<file path="config.mk">
export PLATFORM = sky130hd
export DESIGN_NAME = ex_mem_hazard_ctrl
export DESIGN_NICKNAME = d
export VERILOG_FILES = /design/src/rtl/ex_mem_hazard_ctrl.sv
export SDC_FILE = /design/constraint.sdc
export NUM_CORES = 1
export LEC_CHECK = 0
export CORE_MARGIN = 5
export CORE_UTILIZATION = 41
export DETAILED_ROUTE_END_ITERATION = 16
export HOLD_SLACK_MARGIN = 0.12
export PLACE_DENSITY = 0.78
export SYNTH_ARGS = -nofsm -noshare
export SYNTH_HDL_FRONTEND = slang
export SYNTH_SLANG_ARGS = --single-unit
</file>
<file path="constraint.sdc">
create_clock -name clk_i -period 2.2 [get_ports clk_i]
set_input_delay 0.33 -clock clk_i [delete_from_list [all_inputs] [get_ports clk_i]]
set_output_delay 0.33 -clock clk_i [all_outputs]
set_load 0.02 [all_outputs]
</file>
<file path="src/rtl/ex_mem_hazard_ctrl.sv">
`default_nettype none
// ============================================================================
// Module      : ex_mem_hazard_ctrl
// Description : Pipeline sequencing controller for a 5-stage RISC-V core.
//               Produces stall/flush/bubble enables for the pipeline
//               registers and EX-stage forwarding selects. The pipeline is
//               frozen while a MEM-stage data access waits on dmem_ready_i.
//               If the wait runs too long, a timeout FSM locks the core into
//               ERROR. A saturating counter records stalled cycles.
// Ports       : clk_i, rst_i (async, active-low)
//               rs1D_i/rs2D_i, rs1E_i/rs2E_i, rdE_i/rdM_i/rdW_i : reg ids
//               resultsrcE_i/resultsrcM_i (01 = load), pcsrcE_i,
//               regwriteM_i/regwriteW_i, memwriteM_i, dmem_ready_i
//               stallF_o/D/E/M, flushD_o/E, bubbleW_o : pipeline control
//               forwardAE_o/forwardBE_o : 00 RF, 01 WB, 10 MEM
//               state_o (00 RUN, 01 MEM_WAIT, 10 ERROR), timeout_o,
//               stall_cnt_o : saturating count of cycles with stallF_o=1
// Revision    : 1.0 - initial release
// ============================================================================
module ex_mem_hazard_ctrl #(
  parameter int MEM_TIMEOUT = 15,
  parameter int CNT_W       = 4,
  parameter int PERF_W      = 16
) (
  input  logic              clk_i,
  input  logic              rst_i,
  input  logic [4:0]        rs1D_i,
  input  logic [4:0]        rs2D_i,
  input  logic [4:0]        rs1E_i,
  input  logic [4:0]        rs2E_i,
  input  logic [4:0]        rdE_i,
  input  logic [4:0]        rdM_i,
  input  logic [4:0]        rdW_i,
  input  logic [1:0]        resultsrcE_i,
  input  logic              pcsrcE_i,
  input  logic              regwriteM_i,
  input  logic              regwriteW_i,
  input  logic [1:0]        resultsrcM_i,
  input  logic              memwriteM_i,
  input  logic              dmem_ready_i,
  output logic              stallF_o,
  output logic              stallD_o,
  output logic              stallE_o,
  output logic              stallM_o,
  output logic              flushD_o,
  output logic              flushE_o,
  output logic              bubbleW_o,
  output logic [1:0]        forwardAE_o,
  output logic [1:0]        forwardBE_o,
  output logic [1:0]        state_o,
  output logic              timeout_o,
  output logic [PERF_W-1:0] stall_cnt_o
);

  typedef enum logic [1:0] {
    ST_RUN      = 2'b00,
    ST_MEM_WAIT = 2'b01,
    ST_ERROR    = 2'b10
  } state_t;

  localparam logic [CNT_W-1:0]  c_TIMEOUT   = CNT_W'(MEM_TIMEOUT);
  localparam logic [PERF_W-1:0] c_STALL_MAX = {PERF_W{1'b1}};

  state_t            r_state;
  state_t            w_state_nxt;
  logic [CNT_W-1:0]  r_wait_cnt;
  logic [CNT_W-1:0]  w_wait_cnt_nxt;
  logic              r_timeout;
  logic              w_timeout_nxt;
  logic [PERF_W-1:0] r_stall_cnt;

  logic       w_memacc;
  logic       w_memwait;
  logic       w_lwstall;
  logic [1:0] w_fwd_a;
  logic [1:0] w_fwd_b;
  logic       w_stallF, w_stallD, w_stallE, w_stallM;
  logic       w_flushD, w_flushE, w_bubbleW;

  // ---------------------------------------------------------------------
  // Hazard terms
  // ---------------------------------------------------------------------
  assign w_memacc  = (resultsrcM_i == 2'b01) | memwriteM_i;
  assign w_memwait = w_memacc & ~dmem_ready_i;
  assign w_lwstall = (resultsrcE_i == 2'b01) & (rdE_i != 5'd0) &
                     ((rdE_i == rs1D_i) | (rdE_i == rs2D_i));

  // MEM result is newer than WB, so it wins when both match.
  always_comb begin
    w_fwd_a = 2'b00;
    if (regwriteM_i && (rdM_i != 5'd0) && (rdM_i == rs1E_i))
      w_fwd_a = 2'b10;
    else if (regwriteW_i && (rdW_i != 5'd0) && (rdW_i == rs1E_i))
      w_fwd_a = 2'b01;
  end

  always_comb begin
    w_fwd_b = 2'b00;
    if (regwriteM_i && (rdM_i != 5'd0) && (rdM_i == rs2E_i))
      w_fwd_b = 2'b10;
    else if (regwriteW_i && (rdW_i != 5'd0) && (rdW_i == rs2E_i))
      w_fwd_b = 2'b01;
  end

  // ---------------------------------------------------------------------
  // FSM next-state and pipeline-control outputs
  // ---------------------------------------------------------------------
  always_comb begin
    w_state_nxt    = r_state;
    w_wait_cnt_nxt = r_wait_cnt;
    w_timeout_nxt  = r_timeout;
    w_stallF  = 1'b0;
    w_stallD  = 1'b0;
    w_stallE  = 1'b0;
    w_stallM  = 1'b0;
    w_flushD  = 1'b0;
    w_flushE  = 1'b0;
    w_bubbleW = 1'b0;

    case (r_state)
      ST_RUN, ST_MEM_WAIT: begin
        if (w_memwait) begin
          // Freeze everything up to MEM; branch/load-use hazards stay
          // latched in EX and are acted on once the access completes.
          w_stallF  = 1'b1;
          w_stallD  = 1'b1;
          w_stallE  = 1'b1;
          w_stallM  = 1'b1;
          w_bubbleW = 1'b1;
        end else begin
          w_stallF = w_lwstall;
          w_stallD = w_lwstall;
          w_flushE = w_lwstall | pcsrcE_i;
          w_flushD = pcsrcE_i;
        end

        if (!w_memwait) begin
          w_state_nxt    = ST_RUN;
          w_wait_cnt_nxt = '0;
        end else if (r_state == ST_RUN) begin
          w_state_nxt    = ST_MEM_WAIT;
          w_wait_cnt_nxt = CNT_W'(1);
        end else if (r_wait_cnt == c_TIMEOUT) begin
          w_state_nxt   = ST_ERROR;
          w_timeout_nxt = 1'b1;
        end else begin
          w_wait_cnt_nxt = r_wait_cnt + CNT_W'(1);
        end
      end

      ST_ERROR: begin
        w_stallF  = 1'b1;
        w_stallD  = 1'b1;
        w_stallE  = 1'b1;
        w_stallM  = 1'b1;
        w_bubbleW = 1'b1;
      end

      default: begin
        w_state_nxt    = ST_RUN;
        w_wait_cnt_nxt = '0;
      end
    endcase
  end

  always_ff @(posedge clk_i or negedge rst_i) begin
    if (!rst_i) begin
      r_state    <= ST_RUN;
      r_wait_cnt <= '0;
      r_timeout  <= 1'b0;
    end else begin
      r_state    <= w_state_nxt;
      r_wait_cnt <= w_wait_cnt_nxt;
      r_timeout  <= w_timeout_nxt;
    end
  end

  always_ff @(posedge clk_i or negedge rst_i) begin
    if (!rst_i)
      r_stall_cnt <= '0;
    else if (w_stallF && (r_stall_cnt != c_STALL_MAX))
      r_stall_cnt <= r_stall_cnt + PERF_W'(1);
  end

  // ---------------------------------------------------------------------
  // Outputs: control enables are held inactive while reset is asserted,
  // independent of any clock edge.
  // ---------------------------------------------------------------------
  assign stallF_o    = rst_i & w_stallF;
  assign stallD_o    = rst_i & w_stallD;
  assign stallE_o    = rst_i & w_stallE;
  assign stallM_o    = rst_i & w_stallM;
  assign flushD_o    = rst_i & w_flushD;
  assign flushE_o    = rst_i & w_flushE;
  assign bubbleW_o   = rst_i & w_bubbleW;
  assign forwardAE_o = rst_i ? w_fwd_a : 2'b00;
  assign forwardBE_o = rst_i ? w_fwd_b : 2'b00;
  assign state_o     = r_state;
  assign timeout_o   = r_timeout;
  assign stall_cnt_o = r_stall_cnt;

endmodule
`default_nettype wire

</file>
==> key figures <==
Status
  – Outcome: finished, final reports clean

Clock tree
  – Total CTS buffers: 3
  – CTS tree: built
  – Sinks on Clock Net: 23
  – Hold_buf cts: 0
  – Clock buffer depth: 2
  – Root Buffer: clkbuf_8
  – H-tree depth: 1
  – Clock slew at reported path FFs: 0.08 ns
  – Worst skew pair latency: ~0.26 ns

Synth
  – Post-synth EDFFs: 0
  – Async set or reset register ratio after synthesis: between 90% and 100%
  – Syn. warnings: 0
  – Syn nets: between 200 and 250
  – Synth Instances: 163
  – Main synth FF type: dfrtp_1
  – Seq/Total Area, Yosys: a little over a third
  – Synth Register Bits: 23
  – Cell Area, Synth: 1590 sq um
  – Synth unique cells: 37
  – Post-Syn Area per Cell: ~9.8 sq um

Setup path
  – Critical Path Sink: forwardBE_o[1]
  – Startpoint Class: input pin
  – Slowest-stage cell, CP: clkdlybuf4s50_1
  – Reg2Reg Depth: 7
  – Crit. path cell count: 5
  – Critical Path RT: 1.87 ns
  – Setup crit start: rs2E_i[2]
  – Worst EP arrival: approximately 1.8 ns
  – CP max FO: 2
  – WP buf/inv: 2
  – CP max stage delay: approximately 0.46 ns
  – Worst R2R End: stall_cnt_o[1]$_DFFE_PN0P_
  – Delay-heaviest family, CP: buffers and inverters
  – Cell Chain, Critical Path: clkdlybuf4s50_1 -> xor2_1 -> nor4_4 -> and2_1 -> clkdlybuf4s15_2
  – R2r setup slk: 0.12 ns
  – CP Capture Type: output port
  – Reg2reg start: stall_cnt_o[1]$_DFFE_PN0P_
  – Kind of critical path: input pin to output port

Power
  – Sequential power share: just under 40%
  – P_int: between 0.0009 and 0.001 W
  – Comb power frac: 43.1%
  – Switching power: between 0.0004 and 0.0005 W
  – Clock group share of total power: between 10% and 20%
  – Pwr Density: roughly 500 nW/um^2
  – Sw frac: between 30% and 40%
  – Total power: about 0.0014 W
  – Peak VDD IR: 553 uV
  – Leak pwr: approximately 1.3 nW

Floorplan
  – Die Area: 5230 sq um
  – Io pins: between 70 and 80
  – Die H: between 70 and 80 um
  – Die W: roughly 72 um
  – # rows: 22
  – Core ar.: ~3700 sq um
  – Starting density of the core: a little over two fifths

Timing
  – Final Hold Vio Count: 0
  – Slew Limit Headroom: between 70% and 80%
  – Final number of max-transition violations: 0
  – Setup TNS: 0 ns
  – FMAX: approximately 470 MHz
  – Worst slew pin tran: 0.354 ns
  – Clock skew: 0.00335 ns
  – Final worst path period need: between 2 and 2.5 ns
  – Final setup violation count: 0
  – Final worst-path cycle share: between 90% and 100%
  – Worst Hold Slack: 0.204 ns

Global route
  – Largest net degree at the start of global routing: 29
  – Grt ovf: 0
  – Total GRT Usage: a little under a fifth
  – Vias in the first global route: approximately 1700
  – First-pass GRT wire length: approximately 7700 um
  – Initial antenna violation count: 0

Finish
  – Commonest non-fill, non-tap cell in the layout: clkdlybuf4s50_1
  – Proportion of layout cells with a drive suffix above 1: about a quarter
  – Fin util: 75.2%
  – Area Overhead vs Synth: 75.6%
  – Antenna cells: 0
  – Final-stage net count: between 300 and 400
  – # fillers: 280
  – Most frequent cells in the layout: clkdlybuf4s50_1, buf_4, xor2_1, dfrtp_1, dlygate4sd2_1

Place
  – Buffers on Ports: between 70 and 80
  – GPL Wtd Cong: roughly 0.82
  – Dpl hpwl: roughly 3800 um

Route
  – Final WL: around 4700 um
  – DRT met1 WL: approximately 2000 um
  – Drt pass-1 iters: 4
  – Number of vias per cell: roughly 5.0
  – Via count: 1616
  – Met3 wire len: roughly 170 um
  – Top Layer Used: met4
  – Avg WL per Cell: between 10 and 15 um
  – 1st-iter DRT viols: 45
  – Antenna Nets Post-Route: 0
  – Residual DRC count: 0
  – Routed met2 length: 2580 um

Job
  – Max_cap viols: 0

Hold path
  – HP Class: input pin to async pin
## registers in the layout, indices dropped and copies added, names as in the netlist
name         flops
stall_cnt_o     16
r_wait_cnt       4
state_o          2
timeout_o        1
## synth_stat cells (all sizes together) (3+ instances only)
library cell   n  area, sq um
xor2          29          254
dfrtp         23          576
xnor2         16          148
nand2         14         52.6
nand4         10         68.8
nor2           9         33.8
nor3           9         55.1
or4            6         45.0
nand3          5         25.0
o21ai          5         28.8
nor4           4         25.0
buf            3         22.5
inv            3         11.3
## metal layers
layer | track usage, % | up-vias
met4 | 3.34 | 0
met3 | 3.88 | 4
met2 | 33.0 | 33
met1 | 22.7 | 779
li1 | - | 800
met5 | 0 | -
## worst register-to-register path, stage by stage (launching register included)
cell,delay [ns]
dfrtp_1,0.38
ha_1,0.20
nand4_2,0.10
or4_1,0.60
nand2_1,0.17
o31ai_4,0.08
buf_12,0.15
mux2_1,0.30
## repair_timing
action | in CTS | in global routing
pin swaps | 7 | 6
resized for setup | 62 | 24
setup buffers | 1 | 0
setup endpoints to repair | 12 | 9
## power groups by stage
stage	registers, W	clock network (W)	logic, W
after CTS	0.000560	0.000268	0.000610
after global placement	0.000567	0	0.000601
after global routing	0.000573	0.000291	0.000662
after detailed placement	0.000568	0	0.000612
after floorplan	0.000639	0	0.000179
final	0.000559	0.000260	0.000619
## layout make-up
type                       instances  area (sq um)  share of cell area (%)
multi-input combinational        134          1080                    38.7
timing repair buffer             110          1020                    36.5
sequential                        23           576                    20.6
tap                               48          60.1                    2.15
clock buffer                       4          45.0                    1.61
inverter                           3          11.3                   0.403
## kinds of logic (layout without fill, tap and decap cells)
group           after synthesis  in the layout  share of synthesized area (%)
simple gates                 67             67                           23.6
flops                        23             23                           36.2
buf+inv                       6            117                           2.12
xor+xnor                     45             45                           25.2
compound gates               18             18                           9.91
mux                           2              2                           1.41
fa+ha+maj                     2              2                           1.57
## worst min-delay path by stage
stage / from / end / slack [ns]
finish: rst_i / stall_cnt_o[3]$_DFFE_PN0P_ / 0.20
floorplan: rst_i / r_wait_cnt[0]$_DFFE_PN0P_ / 0.03
detailed placement: timeout_o$_DFFE_PN0P_ / timeout_o$_DFFE_PN0P_ / 0.47
global route: rst_i / stall_cnt_o[3]$_DFFE_PN0P_ / 0.24
global placement: timeout_o$_DFFE_PN0P_ / timeout_o$_DFFE_PN0P_ / 0.46
CTS: rst_i / stall_cnt_o[3]$_DFFE_PN0P_ / 0.21
## metrics by stage
stage | instances | setup WS (ns) | area (sq um)
floorplan | 163 | 0.0226 | 1590
global placement | 317 | -0.628 | 2650
detailed placement | 317 | -0.671 | 2650
CTS | 322 | -0.0579 | 2710
global route | 322 | -0.0172 | 2790
finish | 322 | 0.0529 | 2790
No activity file was read; power rests on OpenSTA's default activity.
